### config.mk
export PLATFORM = sky130hd
export DESIGN_NAME = traffic_phase_arbiter
export DESIGN_NICKNAME = d
export VERILOG_FILES = /design/src/rtl/traffic_pkg.sv /design/src/rtl/traffic_phase_arbiter_phase_timer.sv /design/src/rtl/traffic_phase_arbiter.sv
export SDC_FILE = /design/constraint.sdc
export NUM_CORES = 1
export LEC_CHECK = 0
export ABC_CLOCK_PERIOD_IN_PS = 3400
export BUFFER_PORTS_ARGS = -buffer_cell sky130_fd_sc_hd__clkbuf_2
export CAP_MARGIN = 10
export CORE_MARGIN = 3
export CORE_UTILIZATION = 50
export DETAILED_ROUTE_END_ITERATION = 16
export PLACE_DENSITY = 0.71
export SLEW_MARGIN = 5
export SYNTH_ARGS = -nofsm -noshare
export SYNTH_HDL_FRONTEND = slang
export SYNTH_HIERARCHICAL = 1
export SYNTH_SLANG_ARGS = --single-unit
### constraint.sdc
create_clock -name clk -period 3.4 [get_ports clk]
set_input_delay 0 -clock clk [delete_from_list [all_inputs] [get_ports clk]]
set_output_delay 0 -clock clk [all_outputs]
set_load 0.005 [all_outputs]
### src/rtl/traffic_pkg.sv
// Shared lamp codes, phase/state enums and round-robin helpers for the
// intersection phase arbiter.
package traffic_pkg;

  localparam logic [2:0] GREEN  = 3'b001;
  localparam logic [2:0] YELLOW = 3'b010;
  localparam logic [2:0] RED    = 3'b100;

  typedef enum logic [1:0] {
    MAIN = 2'd0,
    TURN = 2'd1,
    SIDE = 2'd2,
    PED  = 2'd3
  } phase_t;

  typedef enum logic [1:0] {
    GREEN_S  = 2'd0,
    YELLOW_S = 2'd1,
    ALLRED_S = 2'd2
  } state_t;

  // Lamps that are green in a phase, bit order {m1, m2, mt, s}.
  function automatic logic [3:0] green_set(phase_t p);
    case (p)
      MAIN:    return 4'b1100;
      TURN:    return 4'b1010;
      SIDE:    return 4'b0001;
      default: return 4'b0000;
    endcase
  endfunction

  // Round-robin successor among the demand phases: TURN -> SIDE -> PED -> TURN.
  function automatic phase_t rr_next(phase_t p);
    case (p)
      TURN:    return SIDE;
      SIDE:    return PED;
      default: return TURN;
    endcase
  endfunction

  // First pending demand phase at or after ptr; MAIN when nothing is pending.
  function automatic phase_t rr_pick(logic [3:1] pend, phase_t ptr);
    phase_t cand;
    phase_t pick;
    cand = ptr;
    pick = MAIN;
    for (int k = 0; k < 3; k++) begin
      if (pick == MAIN && pend[cand]) pick = cand;
      cand = rr_next(cand);
    end
    return pick;
  endfunction

endpackage

### src/rtl/traffic_phase_arbiter_phase_timer.sv
// Saturating up-counter with synchronous clear and a >= threshold compare,
// shared by every state of the phase sequencer.
module phase_timer #(
  parameter int CNT_W = 8
) (
  input  logic             clk,
  input  logic             clr,
  input  logic [CNT_W-1:0] n,
  output logic [CNT_W-1:0] count,
  output logic             ge
);

  // Count cycles in the current state; clear on entry, hold at all-ones.
  // NOTE: sequential state uses non-blocking assignments so every flop
  // samples pre-edge values regardless of block evaluation order.
  always_ff @(posedge clk) begin
    if (clr)                count <= '0;
    else if (count != '1)   count <= count + CNT_W'(1);
  end

  assign ge = (count >= n);

endmodule

### src/rtl/traffic_phase_arbiter.sv
// Demand-driven phase sequencer: MAIN rests green, TURN/SIDE/PED demands are
// latched and granted round-robin, every handover passes yellow and all-red.
module traffic_phase_arbiter
  import traffic_pkg::*;
#(
  parameter int MIN_GREEN = 4,
  parameter int MAX_GREEN = 10,
  parameter int YELLOW_T  = 3,
  parameter int ALLRED_T  = 2,
  parameter int CNT_W     = 8
) (
  input  logic       clk,
  input  logic       rst,
  input  logic       req_turn,
  input  logic       req_side,
  input  logic       req_ped,
  output logic [2:0] m1,
  output logic [2:0] m2,
  output logic [2:0] mt,
  output logic [2:0] s,
  output logic       walk,
  output logic [1:0] phase,
  output logic       ped_ack
);

  // Timer compares are "count >= length-1" so a state lasts exactly length cycles.
  localparam logic [CNT_W-1:0] MIN_LAST = CNT_W'(MIN_GREEN - 1);
  localparam logic [CNT_W-1:0] MAX_LAST = CNT_W'(MAX_GREEN - 1);
  localparam logic [CNT_W-1:0] YEL_LAST = CNT_W'(YELLOW_T - 1);
  localparam logic [CNT_W-1:0] AR_LAST  = CNT_W'(ALLRED_T - 1);

  state_t     state_q, state_d;
  phase_t     phase_q, phase_d;
  phase_t     next_q, next_d;
  phase_t     ptr_q, ptr_d;
  logic [3:1] pend_q, pend_d;
  logic [3:1] req;

  logic [CNT_W-1:0] thresh;
  logic [CNT_W-1:0] count;
  logic             ge;
  logic             timer_clr;

  assign req = {req_ped, req_side, req_turn};

  phase_timer #(.CNT_W(CNT_W)) u_timer (
    .clk   (clk),
    .clr   (timer_clr),
    .n     (thresh),
    .count (count),
    .ge    (ge)
  );

  // Pick the length the current state must reach; a held TURN/SIDE request
  // stretches the green up to MAX_GREEN, dropping it falls back to MIN_GREEN.
  always_comb begin
    // NOTE: every combinational output gets a default first so no path
    // through the case leaves it unassigned and infers a latch.
    thresh = MIN_LAST;
    case (state_q)
      GREEN_S: begin
        if ((phase_q == TURN && req_turn) || (phase_q == SIDE && req_side))
          thresh = MAX_LAST;
      end
      YELLOW_S: thresh = YEL_LAST;
      ALLRED_S: thresh = AR_LAST;
      default:  thresh = MIN_LAST;
    endcase
  end

  // Next-state, grant and pending-demand logic.
  always_comb begin
    state_d = state_q;
    phase_d = phase_q;
    next_d  = next_q;
    ptr_d   = ptr_q;
    pend_d  = pend_q;

    case (state_q)
      GREEN_S: begin
        if (phase_q == MAIN) begin
          if (ge && (|pend_q)) begin
            state_d = YELLOW_S;
            next_d  = rr_pick(pend_q, ptr_q);
            ptr_d   = rr_next(next_d);
          end
        end else if (ge) begin
          state_d = YELLOW_S;
          next_d  = MAIN;
        end
      end
      YELLOW_S: if (ge) state_d = ALLRED_S;
      ALLRED_S: begin
        if (ge) begin
          state_d = GREEN_S;
          phase_d = next_q;
        end
      end
      default: state_d = GREEN_S;
    endcase

    // A demand is served when its phase enters green; while that phase is
    // green its own sensor is ignored.
    for (int i = 1; i <= 3; i++) begin
      if (state_q == ALLRED_S && state_d == GREEN_S && int'(next_q) == i)
        pend_d[i] = 1'b0;
      else if (req[i] && !(state_q == GREEN_S && int'(phase_q) == i))
        pend_d[i] = 1'b1;
    end

    timer_clr = rst || (state_d != state_q);
  end

  // Sequencer registers; reset lands directly in MAIN green with no clearance.
  always_ff @(posedge clk) begin
    if (rst) begin
      state_q <= GREEN_S;
      phase_q <= MAIN;
      next_q  <= MAIN;
      ptr_q   <= TURN;
      pend_q  <= '0;
    end else begin
      state_q <= state_d;
      phase_q <= phase_d;
      next_q  <= next_d;
      ptr_q   <= ptr_d;
      pend_q  <= pend_d;
    end
  end

  // Lamp decode: lamps shared by both phases stay green, the rest go
  // yellow then red during the handover.
  always_comb begin
    logic [3:0] cur;
    logic [3:0] nxt;
    logic [2:0] lamp [4];
    cur = green_set(phase_q);
    nxt = green_set(next_q);
    for (int i = 0; i < 4; i++) begin
      lamp[i] = RED;
      case (state_q)
        GREEN_S:  lamp[i] = cur[i] ? GREEN : RED;
        YELLOW_S: lamp[i] = (cur[i] && nxt[i]) ? GREEN : (cur[i] ? YELLOW : RED);
        default:  lamp[i] = (cur[i] && nxt[i]) ? GREEN : RED;
      endcase
    end
    m1 = lamp[3];
    m2 = lamp[2];
    mt = lamp[1];
    s  = lamp[0];
  end

  assign walk    = (state_q == GREEN_S) && (phase_q == PED);
  assign ped_ack = walk && (count == '0);
  assign phase   = phase_q;

endmodule
==> results.py <==
metrics = {
    "yosys": {
        "synth_cells": 181,
        "yosysWarnings": 6,
        "netlist_area_mm2": 0.00140,
        "ys_seq_elements": 19,
        "syn_area_per_cell_um2": 7.75,
        "ys_types": 44,
        "ys_seq_area_share_pct": 27.1,
    },
    "placement": {
        "gp_congestion": 0.939,
        "placedInstanceArea_mm2": 0.00153,
        "io_buffers": 20,
        "hpwlAfterDp_mm": 2.46,
    },
    "floorplanning": {
        "die_w_um": 59.0,
        "num_rows": 18,
        "initial_utilization_pct": 54.6,
        "die_y_um": 59.0,
        "ios": 21,
        "core_area_mm2": 0.00257,
        "die-area_mm2": 0.00348,
    },
    "clock_tree": {
        "cts_buffer_depth": 2,
        "root_buffer": "clkbuf_4",
        "clock_latency_ns": 0.30,
        "cts_max_level": 1,
        "cts_tree": "built",
        "numCtsBuffers": 3,
        "cts.sinks": 19,
        "clk_pin_slew_ns": 0.12,
    },
    "route": {
        "drt-pass1-iter-count": 4,
        "postRouteAntennaNets": 0,
        "wl_mm": 3.32,
        "viasPerCell": 5.83,
        "route.detailed.wl_per_inst_um": 14.1,
        "drt_iter0_drc": 139,
        "drc": 0,
        "vias": 1376,
    },
    "timing": {
        "worst_slew_pin_slew_ns": 0.549,
        "skew_ns": 0.00222,
        "rsz0062_at_grt": "false",
        "min_period_over_period_pct": 87.5,
        "setup_tns_ns": 0,
        "whs_ns": 0.0468,
        "maxSlewViolCount": 0,
        "setup_viol": 0,
        "fmax_mhz": 336,
        "slew_headroom_pct": 63.1,
        "post-route-min-period_ns": 2.97,
        "hold_violations": 0,
    },
    "grt": {
        "grt_pass1_wl_mm": 5.60,
        "grt.met3_usage_pct": 3.51,
        "busiest_layer": "met2",
        "gr-usage-all-layers_pct": 20.5,
        "antenna_found_initial": 0,
        "met2_usage_pct": 32.5,
        "grt.overflow.total": 0,
        "grt_max_degree": 13,
        "grt_pass1_vias": 1239,
        "met1_usage_pct": 29.4,
    },
    "setup_path": {
        "path_cells": "nor2b_1 -> a22oi_1 -> a21o_1 -> inv_1 -> ha_1 -> a2111oi_1 -> o31ai_1 -> buf_4 -> a31oi_1 -> o21ai_1 -> inv_1 -> o21ai_0 -> a31oi_1",
        "crit_type": "reg -> reg",
        "required_ns": 3.64,
        "crit_path_max_incr_delay_ns": 0.48,
        "critPathLaunchType": "flop",
        "cp-end-kind": "flop",
        "cpLargestDelayFamily": "compound AO/OA/AOI/OAI gates",
        "cp_num_buf_inv": 3,
        "crit_fanout": 9,
        "cpMaxStageDelayCell": "dfxtp_1",
        "arrival_ns": 3.21,
    },
    "power_and_ir_drop": {
        "ir_drop_v": 0.000246,
        "power_uw": 410,
        "power_density_mw_per_mm2": 258,
        "leakagePower_uw": 0.000661,
    },
    "finish": {
        "fin_area_mm2": 0.00159,
        "diodes": 0,
        "fillers": 237,
        "utilization_pct": 61.8,
        "nNetsFinal": 224,
        "area_growth_pct": 13.2,
        "layout-drive-gt1-share_pct": 16.5,
    },
    "run": {
        "drv_cap": 0,
    },
    "outcome": {
        "status": "finished, final reports clean",
    },
    "min_path": {
        "hp-class": "in -> reg",
    },
}
[routing by layer]
metal  vias up  wire length, um
met5         -                0
li1        709                -
met3         4              143
met1       627             1600
met4         0               12
met2        36             1560
[synth_stat cells (all sizes together)]
cell type | count | area, um2
nor2 | 21 | 81.3
dfxtp | 19 | 380
inv | 15 | 56.3
a21oi | 12 | 63.8
ha | 12 | 150
nand2 | 9 | 33.8
nor3 | 9 | 45.0
o21ai | 9 | 45.0
a31oi | 7 | 43.8
nor2b | 7 | 43.8
mux2i | 5 | 50.1
nand2b | 5 | 31.3
nand4 | 5 | 31.3
a211oi | 4 | 35.0
and3 | 4 | 30.0
clkbuf | 4 | 15.0
o31ai | 4 | 30.0
a22o | 3 | 26.3
buf | 3 | 20.0
nor4 | 3 | 18.8
o21a | 3 | 22.5
a211o | 2 | 17.5
a21o | 2 | 15.0
nand3 | 2 | 10.0
nor3b | 2 | 20.0
a2111oi | 1 | 8.76
a22oi | 1 | 7.51
a311oi | 1 | 8.76
conb | 1 | 3.75
mux2 | 1 | 15.0
nand3b | 1 | 7.51
nand4b | 1 | 8.76
o2bb2ai | 1 | 8.76
o311a | 1 | 11.3
or2 | 1 | 6.26
[per-stage QoR]
| step | instances | setup WS [ns] |
|---|---|---|
| 3_3_place_gp | 229 | 0.551 |
| 5_1_grt | 236 | 0.0780 |
| 2_1_floorplan | 185 | 0.466 |
| 6_report | 236 | 0.425 |
| 4_1_cts | 236 | 0.371 |
| 3_5_place_dp | 229 | 0.431 |
[final cells by class]
cell class                      instances  area, um2  share of cell area [%]
Sequential cell                        19        382                    24.0
Tap cell                               30       37.5                    2.36
Clock inverter                          1       5.00                   0.315
Inverter                               15       56.3                    3.55
Clock buffer                            3       22.5                    1.42
Timing Repair Buffer                   24        138                    8.67
Multi-Input combinational cell        144        947                    59.7
[flip-flops by register name (all words and copies together) (netlist names)]
signal         cells
u_timer/count      8
pend_q             3
next_q             2
phase              2
ptr_q              2
state_q            2
[power by group]
part	internal (uW)	switching, uW
combinational	24.0	27.7
clock	43.8	74.6
sequential	229	11.1
total	296	113
[cell usage in the layout, fill, tap and decap left out, drive strengths merged, types with 2 or more instances in the layout]
cell type / synthesis / routed
o21a: 3 / 3
conb: 1 / 5
ha: 12 / 12
nand2: 9 / 9
mux2i: 5 / 5
a211o: 2 / 2
o31ai: 4 / 4
nor2b: 7 / 7
nor3: 9 / 9
nor2: 21 / 21
nor4: 3 / 3
nor3b: 2 / 2
a31oi: 7 / 7
nand3: 2 / 2
a22o: 3 / 3
dfxtp: 19 / 19
nand2b: 5 / 5
a21o: 2 / 2
inv: 15 / 15
a21oi: 12 / 12
o21ai: 9 / 9
and3: 4 / 4
a211oi: 4 / 4
clkbuf: 4 / 23
nand4: 5 / 5
dlygate4sd3: 0 / 3
[what timing repair did]
item	in CTS	in global routing
setup endpoints to repair	0	1
hold buffers	3	0
resized for setup	0	2
hold endpoints to repair	3	0
setup buffers	0	0
[final timing paths]
kind            start          endpoint  slack [ns]  cells past startpoint
min               rst         pend_q[3]        0.05                      2
max reg2reg  phase[0]  u_timer/count[4]        0.43                     13
max          phase[0]  u_timer/count[4]        0.43                     13
min reg2reg  ptr_q[0]          ptr_q[0]        0.59                      1
[kinds of logic (layout without fill, tap and decap cells)]
kind of cell,Yosys count,in the layout,synth area share (%)
AOI/OAI and AO/OA,51,51,24.5
adders and majority gates,12,12,10.7
buffers and inverters,22,43,6.51
DFF,19,19,27.1
muxes,6,6,4.64
other,1,5,0.267
and+or+nand+nor,70,70,26.2
Power figures use the tool's default switching activity.
